`config.mk`:
```
export PLATFORM = sky130hd
export DESIGN_NAME = dmi_resp_stage
export DESIGN_NICKNAME = d
export VERILOG_FILES = /design/src/rtl/dmi_resp_stage.sv
export SDC_FILE = /design/constraint.sdc
export NUM_CORES = 1
export LEC_CHECK = 0
export BUFFER_PORTS_ARGS = -buffer_cell sky130_fd_sc_hd__buf_2
export CELL_PAD_IN_SITES_DETAIL_PLACEMENT = 0
export CELL_PAD_IN_SITES_GLOBAL_PLACEMENT = 1
export CORE_MARGIN = 10
export CORE_UTILIZATION = 46
export DETAILED_ROUTE_END_ITERATION = 7
export GPL_ROUTABILITY_DRIVEN = 0
export PLACE_DENSITY = 0.8
export SYNTH_ARGS = -nofsm -noshare
export SYNTH_HDL_FRONTEND = slang
export SYNTH_SLANG_ARGS = --single-unit
export TNS_END_PERCENT = 20
```
`constraint.sdc`:
```
create_clock -name clk_i -period 3.46 [get_ports clk_i]
set_input_delay 0 -clock clk_i [delete_from_list [all_inputs] [get_ports clk_i]]
set_output_delay 0 -clock clk_i [all_outputs]
set_load 0.03 [all_outputs]
```
`src/rtl/dmi_resp_stage.sv`:
```
// dmi_resp_stage: buffer stage on the DMI response path (DM -> DTM).
// A small FIFO with registered valid/ready. Ready towards the producer depends
// only on the stage's own occupancy, so no combinational path runs from
// dmi_resp_ready_i to dmi_resp_ready_o.
//
// Ports:
//   clk_i            clock, all logic on posedge
//   rst_i            synchronous active-high reset (clears pointers, count, storage)
//   dmi_resp_i       response from DM, {data[31:0], resp[1:0]}
//   dmi_resp_valid_i producer valid
//   dmi_resp_ready_o stage can accept (!full)
//   dmi_resp_o       head-of-queue response, 0 when empty
//   dmi_resp_valid_o head valid (!empty)
//   dmi_resp_ready_i consumer ready
//   flush_i          synchronous discard of all buffered entries
//   count_o          number of occupied entries, 0..DEPTH
module dmi_resp_stage #(
    parameter int unsigned DEPTH = 2,
    parameter int unsigned CntW  = $clog2(DEPTH + 1)
) (
    input  logic            clk_i,
    input  logic            rst_i,
    input  logic [33:0]     dmi_resp_i,
    input  logic            dmi_resp_valid_i,
    output logic            dmi_resp_ready_o,
    output logic [33:0]     dmi_resp_o,
    output logic            dmi_resp_valid_o,
    input  logic            dmi_resp_ready_i,
    input  logic            flush_i,
    output logic [CntW-1:0] count_o
);

    localparam int unsigned PtrW = (DEPTH > 1) ? $clog2(DEPTH) : 1;

    logic [33:0]     mem [DEPTH];
    logic [PtrW-1:0] wr_ptr;
    logic [PtrW-1:0] rd_ptr;
    logic [CntW-1:0] count;
    logic            full;
    logic            empty;
    logic            push;
    logic            pop;
    logic [PtrW-1:0] ptr_diff;

    assign full     = (count == CntW'(DEPTH));
    assign empty    = (count == '0);
    assign push     = dmi_resp_valid_i && !full;
    assign pop      = !empty && dmi_resp_ready_i;
    assign ptr_diff = wr_ptr - rd_ptr;

    // Pointers are log2(DEPTH) bits wide, so DEPTH being a power of two
    // makes the natural binary overflow the modulo-DEPTH wrap.
    always_ff @(posedge clk_i) begin
        if (rst_i) begin
            wr_ptr <= '0;
            rd_ptr <= '0;
            count  <= '0;
            for (int unsigned i = 0; i < DEPTH; i++) begin
                mem[i] <= '0;
            end
        end else if (flush_i) begin
            // Storage is left as-is; the empty view masks stale contents.
            wr_ptr <= '0;
            rd_ptr <= '0;
            count  <= '0;
        end else begin
            if (push) begin
                mem[wr_ptr] <= dmi_resp_i;
                wr_ptr      <= wr_ptr + 1'b1;
            end
            if (pop) begin
                rd_ptr <= rd_ptr + 1'b1;
            end
            case ({push, pop})
                2'b10:   count <= count + 1'b1;
                2'b01:   count <= count - 1'b1;
                default: count <= count;
            endcase
        end
    end

    always_comb begin
        dmi_resp_o       = empty ? '0 : mem[rd_ptr];
        dmi_resp_valid_o = !empty;
        dmi_resp_ready_o = !full;
        count_o          = count;
    end

    a_no_push_full: assert property (@(posedge clk_i) disable iff (rst_i)
        !(push && full));
    a_no_pop_empty: assert property (@(posedge clk_i) disable iff (rst_i)
        !(pop && empty));
    a_count_range: assert property (@(posedge clk_i) disable iff (rst_i)
        count <= CntW'(DEPTH));
    // When full the pointers coincide, so the difference alone reads as 0.
    a_count_ptrs: assert property (@(posedge clk_i) disable iff (rst_i)
        full ? (ptr_diff == '0) : (CntW'(ptr_diff) == count));

endmodule

```
Yosys cells after proc, flatten, opt, wreduce, memory -nomap -nowiden
Memory sizes are Yosys's and may differ from the RTL's. A register that Yosys moved wholly into a read port is not among the register bits.
Cells that the tools add are included.
W data, S select, Z words.
Cells by class
  shift-type cells: 0
  bitwise gates (word level): 0
  divide/modulo/power cells: 0
  $add $sub $neg: 4
  muxes and demuxes: 13
  eq/ne operators: 3
  multiply operators: 0
  order comparisons: 0
  reductions and logical operators: 8
Operators with widths (count)
  $mux W34: 2
  $reduce_or A34 Y1: 1
  $mux W1: 10
  $eq A2 B2 Y1 const B: 2
  $pmux W2 S2: 1
  $add A1 B1 Y1 const B: 2
  $add A2 B1 Y2 const B: 1
  $eq A2 B1 Y1 const B: 1
  $logic_and A1 B1 Y1: 2
  $logic_not A1 Y1: 2
  $logic_not A2 Y1: 1
  $reduce_bool A2 Y1: 1
  $reduce_or A2 Y1: 1
  $sub A2 B1 Y2 const B: 1
Word-level totals
  memories: 1
  latch bits: 0
  bits of input ports: 39
  bits in registers: 4
  logic and storage cells: 32
  output and inout bits: 38
  bits in writable memories: 68
  memory bits (read-only): 0
Memories
  mem: depth 2, bits a word 34, read ports 1, clocked after memory_dff 1, wr ports 2, RTL line 35  | logic [33:0] mem [DEPTH];

Logic depth before layout (Yosys ltp)
Gate-level depths: netlist (run 1).
  depth after elaboration: 9
  gate-level depth with buffers: 7
  gate-level depth less buffers: 7

Worst setup path before layout (run 1)
No wires, ideal clock.
  path kind: reg-to-reg
  start point: reg count[1], in the netlist count_o[1]
  end point: reg count[1], in the netlist count_o[1]
  buffers on the path: 0
  required time: 3390 ps
  cell stages (with the launch flop): 7
  data arrival time: 1933 ps
  path slack: 1458 ps
  setup time: 70 ps
  clock period less this slack: 2002 ps
  path through: dfxtp_1 > nor2b_2 > inv_1 > nand2_1 > ha_1 > or3_1 > a21oi_1
Between the ends
  word-level cells in the longest chain between the ends: 5
  elaborated cells between the ends (all ways): 12
  classes of those cells: 2 x add/sub; 3 x eq/ne; 1 x mux; 6 x reduce/logical
Ends and longest elaborated chain
  start: declaration: RTL line 38  | logic [CntW-1:0] count;
  start signal: assignment: RTL line 75  | 2'b10: count <= count + 1'b1;
  start signal: assignment: RTL line 76  | 2'b01: count <= count - 1'b1;
  start signal: assignment: RTL line 77  | default: count <= count;
  $eq A2 B2 Y1 *: RTL line 45  | assign full = (count == CntW'(DEPTH));
  $logic_not A1 Y1 *
  named net dmi_resp_ready_o: RTL line 25  | output logic dmi_resp_ready_o,
  $logic_and A1 B1 Y1 *: RTL line 47  | assign push = dmi_resp_valid_i && !full;
  $eq A2 B1 Y1 / $eq A2 B2 Y1 (equally long branches): RTL line 74  | case ({push, pop})
  $pmux W2 S2 / $reduce_bool A2 Y1 (equally long branches)
The timed path passes the listed nets; every way through them passes the cells marked *.
A chain may end at the register's enable or synchronous reset.

==> flow_summary.json, run 1 <==
{
  "status": "finished, final reports clean",
  "crit_type": "flop to flop",
  "cts_tree": "yes",
  "ys_seq_elements": 73,
  "synthArstFlopShare_pct": 0,
  "synth_top_family_by_area": "simple AND/OR/NAND/NOR gates",
  "endpoint_kind": "flop",
  "grt_max_degree": 36,
  "cp_cell_sequence": "nor2b_2 > nor4_4 > buf_4 > or2_2",
  "wl_um": 6490,
  "netlist_top_cells_area": "edfxtp_1, and2_1, mux2i_1",
  "holdBufCountCts": 34,
  "cp_top_family": "simple AND/OR/NAND/NOR gates",
  "path_depth": 4,
  "synth_xor_area_share_pct": 0.800,
  "cts_resized": 0,
  "vias": 2144,
  "drive_gt1_share_pct": 27.7,
  "port-buffer-count": 76,
  "min-delay-path-class": "primary input to flop",
  "crit_path_max_incr_delay_ns": 0.73,
  "wl_per_cell_um": 14.1,
  "clkLatencyLatePin_ns": 0.32,
  "clkPwrFrac_pct": 36.5,
  "syn_nets": 290,
  "viasPerCell": 4.65,
  "postSynthCellCount": 250,
  "track_usage_pct": 12.4,
  "cap_violations": 0,
  "hpwlAfterDp_um": 4240,
  "drtAntennaViolNets": 0,
  "maxSlewViolCount": 0,
  "netlist_area_mm2": 0.00329,
  "period_share_pct": 66.9,
  "r2r_slack_ns": 1.14,
  "dr.first_iter.drc_count": 72,
  "grt_pass1_wl_um": 11100,
  "worst_ep_required_time_ns": 3.41,
  "cpMaxStageDelayCell": "or2_2",
  "power_leakage_uw": 0.00174,
  "num_io_pins": 77,
  "peakVddDrop_uv": 251,
  "final.min_clock_period_ns": 2.32,
  "antenna_found_initial": 1,
  "cts_max_level": 3,
  "rr_worst_depth": 4,
  "power.switching_uw": 440,
  "setup_tns_ns": 0,
  "start_kind": "flop",
  "avgSynthCellArea_um2": 13.1,
  "ys_types": 20,
  "cts_root_buffer": "clkbuf_8",
  "die_h_um": 105,
  "setup_viol": 0,
  "hold_viol": 0,
  "worst-path-buf-inv": 1,
  "grt_pass1_vias": 2354,
  "fp.dieW_um": 105,
  "critPathMaxFanout": 35,
  "cts.sinks": 73,
  "yosys-top-cells-count": "and2_1, edfxtp_1, nor2_1, mux2i_1, clkbuf_2",
  "critPathCapture": "mem[1][1]",
  "place_area_mm2": 0.00374,
  "num_rows": 30,
  "yosys.area_share.simple_pct": 19.9,
  "crit_arrival_ns": 2.27,
  "clk_path_buf_depth": 2,
  "area_growth_pct": 31.0,
  "final_nets": 399,
  "fmax_mhz": 432,
  "reg2reg_to": "mem[1][1]",
  "r2r_start": "count_o[0]",
  "p_seq_share_pct": 52.9,
  "yosysWarnings": 0,
  "drc_errors": 0,
  "synth_flop_cell": "edfxtp_1",
  "synthAdderAreaFrac_pct": 0.381,
  "yosys.area.top_type": "edfxtp_1",
  "grt_setup_unrepaired": "no",
  "post-cts-setup-buffers": 0,
  "p_int_uw": 1500,
  "drt_pass1_iterations": 4,
  "overflow": 0,
  "clkTransAtPathRegs_ns": 0.07,
  "swShare_pct": 22.7,
  "synth_top_area_share_pct": 62.1,
  "final_area_mm2": 0.00431,
  "start_util_pct": 47.8,
  "coreArea_mm2": 0.00687,
  "cts_buffers": 9,
  "powerDensity_mw_per_mm2": 451,
  "die_area_mm2": 0.0109,
  "synth_compound_area_share_pct": 0.762,
  "synthMuxAreaShare_pct": 10.4,
  "fin_worst_skew_ns": 0.00505,
  "cp-startpoint": "count_o[0]",
  "tightest_slew_ns": 1.04,
  "synth_edf_count": 68,
  "maxSlewHeadroom_pct": 30.4,
  "synth_seq_area_share_pct": 65.2,
  "p_comb_share_pct": 10.6
}
==> placed cells by master (no fill, tap or decap), drive strengths merged <==
master       Yosys  layout
clkinv           0       4
clkinvlp         0       1
and2            68      68
mux2i           34      34
nor2            38      38
nor4             2       2
xnor2            1       1
bufinv           0       2
a21oi            2       2
buf              5      78
xor2             2       2
clkbuf           9       9
ha               1       1
o21ai            3       3
dlygate4sd3      0      34
nand2            1       1
nor2b            1       1
or3              2       2
inv              5       5
dfxtp            5       5
edfxtp          68      68
diode            0       1
or2              3       3
==> worst min path at each step <==
stage	start	to	slack (ns)	cells past startpoint
finish	dmi_resp_ready_i	rd_ptr	0.09	4
global route	dmi_resp_ready_i	rd_ptr	0.12	4
CTS	dmi_resp_ready_i	rd_ptr	0.08	4
detailed placement	dmi_resp_i[19]	mem[1][19]	0.29	2
global placement	dmi_resp_i[29]	mem[0][29]	0.29	2
floorplan	dmi_resp_i[0]	mem[0][0]	0.20	1
==> final cells by class <==
| type | count | area [um2] |
|---|---|---|
| well taps | 96 | 120 |
| diodes | 1 | 2.50 |
| inverters | 5 | 18.8 |
| fillers | 540 | 2560 |
| clock inverters | 7 | 95.1 |
| repair buffers | 112 | 736 |
| flip-flops and latches | 73 | 2140 |
| clock buffers | 9 | 124 |
| multi-input cells | 158 | 1070 |
==> through the flow <==
| step | worst slack, ns | hold WS, ns | std cells | power [uW] | utilization, % |
|---|---|---|---|---|---|
| after floorplan | 1.46 | 0.198 | 250 | 1160 | - |
| after global placement | 1.19 | 0.291 | 410 | 1220 | 54.5 |
| after detailed placement | 1.13 | 0.292 | 410 | 1230 | 54.5 |
| after CTS | 1.12 | 0.0842 | 460 | 1950 | 62.6 |
| after global routing | 0.959 | 0.120 | 461 | 2020 | 62.7 |
| final | 1.14 | 0.0921 | 461 | 1940 | 62.7 |
==> power groups by stage <==
stage | combinational (uW) | clock [uW] | sequential, uW
2_1_floorplan | 118 | 0 | 1040
3_3_place_gp | 178 | 0 | 1050
3_5_place_dp | 179 | 0 | 1050
4_1_cts | 209 | 718 | 1030
5_1_grt | 228 | 758 | 1030
6_report | 206 | 707 | 1030
==> sequential cells by signal, indices dropped and copies added, names as in the netlist, named ones only <==
name / flops
mem: 68
rd_ptr: 1
count_o: 2
wr_ptr: 1
==> tightest hold or removal path: stages <==
cell,delay (ns)
buf_2,0.10
o21ai_0,0.12
xor2_1,0.10
nor2_1,0.07
==> cell families (layout without fill, tap and decap cells) <==
group           Yosys count  after routing
flops                    73             73
simple gates            115            115
buf+inv                  19            133
other cells               0              1
fa+ha+maj                 1              1
mux                      34             34
xor+xnor                  3              3
compound gates            5              5
==> layer usage <==
| layer | vias to the layer above | track usage (%) | share of wire (%) |
|---|---|---|---|
| met5 | - | 0 | 0 |
| met4 | 0 | 5.37 | 2.2 |
| met3 | 13 | 3.90 | 6.5 |
| met2 | 73 | 20.5 | 49 |
| met1 | 989 | 14.5 | 43 |
| li1 | 1069 | - | - |
Power figures use the tool's default switching activity.
==> run 2: changes to the inputs <==
--- a/config.mk
+++ b/config.mk
@@ -9,10 +9,10 @@
 export CELL_PAD_IN_SITES_DETAIL_PLACEMENT = 0
 export CELL_PAD_IN_SITES_GLOBAL_PLACEMENT = 1
 export CORE_MARGIN = 10
-export CORE_UTILIZATION = 46
+export CORE_UTILIZATION = 43
 export DETAILED_ROUTE_END_ITERATION = 7
 export GPL_ROUTABILITY_DRIVEN = 0
-export PLACE_DENSITY = 0.8
+export PLACE_DENSITY = 0.76
 export SYNTH_ARGS = -nofsm -noshare
 export SYNTH_HDL_FRONTEND = slang
 export SYNTH_SLANG_ARGS = --single-unit
==> constraint.sdc (replaced) <==
create_clock -name clk_i -period 2.3 [get_ports clk_i]
set_input_delay 0 -clock clk_i [delete_from_list [all_inputs] [get_ports clk_i]]
set_output_delay 0 -clock clk_i [all_outputs]
set_load 0.03 [all_outputs]
==> flow_summary.json, run 2 (synthesis results as in run 1) <==
{
  "wl_um": 7100,
  "clkTransAtPathRegs_ns": 0.07,
  "num_rows": 31,
  "place_area_mm2": 0.00377,
  "cts_root_buffer": "clkbuf_8",
  "final_nets": 401,
  "p_int_uw": 2370,
  "drtAntennaViolNets": 0,
  "cts_buffers": 9,
  "tightest_slew_ns": 0.869,
  "worst_ep_required_time_ns": 2.27,
  "grt_pass1_wl_um": 11600,
  "cts.sinks": 73,
  "status": "finished, final reports clean",
  "area_growth_pct": 32.6,
  "num-fill-cells": 616,
  "grt_pass1_vias": 2344,
  "coreArea_mm2": 0.00733,
  "fp.dieW_um": 107,
  "layout_commonest_cell": "buf_2",
  "power.switching_uw": 689,
  "peakVddDrop_uv": 360,
  "maxSlewHeadroom_pct": 42.1,
  "endpoint_kind": "flop",
  "clkPwrFrac_pct": 39.1,
  "drt_pass1_iterations": 6,
  "final.min_clock_period_ns": 1.98,
  "crit_arrival_ns": 1.95,
  "drive_gt1_share_pct": 27.9,
  "setup_viol": 0,
  "die_area_mm2": 0.0115,
  "fmax_mhz": 504,
  "num_io_pins": 77,
  "fin_worst_skew_ns": 0.00534,
  "start_kind": "flop",
  "final_area_mm2": 0.00436,
  "p_seq_share_pct": 50.4,
  "drc_errors": 0,
  "critPathMaxFanout": 34,
  "power_leakage_uw": 0.00176,
  "vias": 2139,
  "min-delay-path-class": "primary input to flop",
  "wl_per_cell_um": 15.3,
  "clkLatencyLatePin_ns": 0.34,
  "clk_path_buf_depth": 2,
  "powerDensity_mw_per_mm2": 702,
  "largest-register": "mem",
  "grt_max_degree": 35,
  "regArea_mm2": 0.00214,
  "multiInputGateArea_mm2": 0.00107,
  "cap_violations": 0,
  "fin_util_pct": 59.4,
  "p_comb_share_pct": 10.5,
  "start_util_pct": 44.8,
  "largest_reg_flops": 68,
  "hold_viol": 0,
  "hpwlAfterDp_um": 4370,
  "die_h_um": 107,
  "swShare_pct": 22.5,
  "diodes": 0,
  "track_usage_pct": 13.0,
  "antenna_found_initial": 0,
  "post-cts-setup-buffers": 0,
  "setup_tns_ns": 0,
  "cts_max_level": 3,
  "crit_type": "flop to flop",
  "period_share_pct": 86.3,
  "layout_common_cells": "buf_2, and2_1, edfxtp_1",
  "grt_setup_unrepaired": "no",
  "overflow": 0,
  "dr.first_iter.drc_count": 89,
  "maxSlewViolCount": 0,
  "viasPerCell": 4.60,
  "port-buffer-count": 76,
  "cts_tree": "yes"
}
-- run 2: final cells by class --
| type | instances | area share [%] |
|---|---|---|
| well taps | 99 | 2.84 |
| clock inverters | 7 | 2.73 |
| clock buffers | 9 | 2.84 |
| repair buffers | 114 | 17.5 |
| multi-input cells | 158 | 24.5 |
| inverters | 5 | 0.431 |
| flip-flops and latches | 73 | 49.2 |
-- run 2: worst paths after layout --
check	startpoint	endpoint	slack, ns	depth (start not counted)
setup reg to reg	count_o[0]	mem[0][1]	0.32	3
hold reg to reg	rd_ptr	flop	0.52	2
setup / recovery	count_o[0]	mem[0][1]	0.32	3
hold / removal	dmi_resp_ready_i	flop	0.08	4
-- run 2: power by group through the flow --
| stage | combinational (uW) | clock (uW) | sequential (uW) |
|---|---|---|---|
| 2_1_floorplan | 177 | 0 | 1560 |
| 3_3_place_gp | 279 | 0 | 1570 |
| 3_5_place_dp | 282 | 0 | 1570 |
| 4_1_cts | 327 | 1220 | 1540 |
| 5_1_grt | 354 | 1270 | 1550 |
| 6_report | 321 | 1200 | 1540 |
-- run 2: critical path, cell delays in order (launching register included) --
cell and delay [ns]:
dfxtp_1 0.49, nor2b_2 0.14, nor4_4 0.23, or2_2 0.73
-- run 2: repair_timing --
action,4_1_cts,5_1_grt
hold endpoints to repair,68,0
endpoints found under the setup margin,0,0
hold buffers,34,0
resized for setup,0,0
-- run 2: routing by layer --
layer | vias up | wire, um | global-route usage [%]
met4 | 0 | 121 | 5.63
met3 | 9 | 440 | 4.43
met1 | 1007 | 2750 | 13.2
met2 | 48 | 3790 | 23.6
li1 | 1075 | - | -
met5 | - | 0 | 0
-- run 2: through the flow --
step	cells	setup slack, ns	power [uW]	hold slack (ns)
after floorplan	250	0.298	1740	0.198
after detailed placement	415	0.273	1850	0.290
after global routing	465	0.178	3170	0.0917
after global placement	415	0.329	1850	0.289
after CTS	465	0.265	3080	0.0736
final	465	0.315	3060	0.0821
==> run 3: changes to the inputs <==
--- a/config.mk
+++ b/config.mk
@@ -12,6 +12,7 @@
 export CORE_UTILIZATION = 43
 export DETAILED_ROUTE_END_ITERATION = 7
 export GPL_ROUTABILITY_DRIVEN = 0
+export GPL_TIMING_DRIVEN = 0
 export PLACE_DENSITY = 0.76
 export SYNTH_ARGS = -nofsm -noshare
 export SYNTH_HDL_FRONTEND = slang
==> flow_summary.json, run 3 (synthesis results as in run 1) <==
{
  "final_nets": 411,
  "endpoint_kind": "output pin",
  "die_h_um": 107,
  "antenna_found_initial": 0,
  "worst_ep_required_time_ns": 2.30,
  "status": "finished, final reports clean",
  "grt_pass1_vias": 2331,
  "drtAntennaViolNets": 0,
  "grt_max_degree": 35,
  "grt_setup_unrepaired": "no",
  "powerDensity_mw_per_mm2": 674,
  "timing.final.ws_setup_ns": 0.250,
  "dr.first_iter.drc_count": 84,
  "crit_type": "flop to output pin",
  "cp_top_family": "buffers and inverters",
  "drive_gt1_share_pct": 28.3,
  "cts.sinks": 73,
  "maxSlewHeadroom_pct": 56.4,
  "largest-register": "mem",
  "start_util_pct": 44.8,
  "hold_viol": 0,
  "crit_top_cell": "nor2_1",
  "place_area_mm2": 0.00379,
  "wl_per_cell_um": 14.7,
  "drc_errors": 0,
  "track_usage_pct": 12.5,
  "num_io_pins": 77,
  "post-cts-setup-buffers": 0,
  "cpMaxStageDelayCell": "nor2_1",
  "cts_buffers": 9,
  "cap_violations": 0,
  "clk_path_buf_depth": 2,
  "cp_cell_sequence": "nor2_1 > clkbuf_1 > nor2_1 > buf_2",
  "fin_worst_skew_ns": 0.00466,
  "wl_um": 6970,
  "layout_commonest_cell": "buf_2",
  "hpwlAfterDp_um": 4720,
  "period_share_pct": 89.1,
  "grt_pass1_wl_um": 11200,
  "pre_cts_slack_ns": 0.0684,
  "area_growth_pct": 32.2,
  "diodes": 0,
  "clkLatencyLatePin_ns": 0.34,
  "maxSlewViolCount": 0,
  "tightest_slew_ns": 0.652,
  "coreArea_mm2": 0.00733,
  "fin_util_pct": 59.2,
  "cts_max_level": 3,
  "crit_arrival_ns": 2.05,
  "largest_reg_flops": 68,
  "setup_viol": 0,
  "peakVddDrop_uv": 362,
  "viasPerCell": 4.59,
  "fmax_mhz": 488,
  "crit_path_max_incr_delay_ns": 0.53,
  "critPathMaxFanout": 10,
  "power_leakage_uw": 0.00177,
  "overflow": 0,
  "cts_root_buffer": "clkbuf_8",
  "vias": 2176,
  "setup_tns_ns": 0,
  "worst-path-buf-inv": 2,
  "final.min_clock_period_ns": 2.05,
  "start_kind": "flop",
  "clkTransAtPathRegs_ns": 0.08,
  "min-delay-path-class": "primary input to flop",
  "die_area_mm2": 0.0115,
  "drt_pass1_iterations": 4,
  "port-buffer-count": 76,
  "fp.dieW_um": 107,
  "r2r_slack_ns": 0.34,
  "final_area_mm2": 0.00434,
  "cts_tree": "yes",
  "layout_common_cells": "buf_2, and2_1, edfxtp_1",
  "num_rows": 31
}
==> run 3: cell types whose count changed in the layout (fill, tap and decap cells not counted), moves of 2 or more <==
cell	before	now
clkbuf_2	0	6
buf_4	3	0
clkbuf_1	0	3
or2_2	2	0
or2_4	0	2
buf_2	76	81
clkinv_4	2	0
==> run 3: what timing repair did <==
action | 4_1_cts | 5_1_grt
setup endpoints to repair | 0 | 68
hold endpoints to repair | 68 | 0
hold buffers | 34 | 0
gates resized for setup | 0 | 2
==> run 3: worst reg2reg max path: cells and delay by family (launching register included) <==
| family | cells | cell delay (ns) |
|---|---|---|
| and+or+nand+nor | 3 | 1.13 |
| DFF | 1 | 0.45 |
==> run 3: metal layers <==
metal	GRT usage (%)	up-vias	wire, um
met5	0	-	0
met4	5.73	0	92
met2	21.5	55	3540
met1	13.7	1018	2910
li1	-	1094	-
met3	4.19	9	436
==> run 3: area by class of cell <==
| cell class | instances | area [um2] |
|---|---|---|
| multi-input cells | 158 | 1060 |
| plain buffers | 14 | 66.3 |
| clock buffers | 9 | 124 |
| fillers | 611 | 2990 |
| inverters | 5 | 18.8 |
| clock inverters | 6 | 83.8 |
| well taps | 99 | 124 |
| repair buffers | 110 | 721 |
| flip-flops and latches | 73 | 2140 |
==> run 3: worst paths after layout <==
kind                          from              to  depth (start not counted)
hold / removal    dmi_resp_ready_i            flop                          4
hold reg to reg             rd_ptr            flop                          2
setup / recovery        count_o[0]  dmi_resp_o[18]                          4
setup reg to reg        count_o[0]      mem[1][28]                          3
==> run 3: report_power, final <==
| group | switching (uW) | internal (uW) |
|---|---|---|
| logic | 192 | 133 |
| registers | 18.9 | 1520 |
| clock network | 468 | 599 |
| total | 679 | 2250 |
==> run 3: through the flow <==
stage | total power (uW) | instances | hold slack, ns
floorplan | 1740 | 250 | 0.198
global placement | 1840 | 425 | 0.285
detailed placement | 1850 | 425 | 0.290
CTS | 2940 | 474 | 0.0678
global route | 3030 | 474 | 0.109
finish | 2930 | 474 | 0.0700
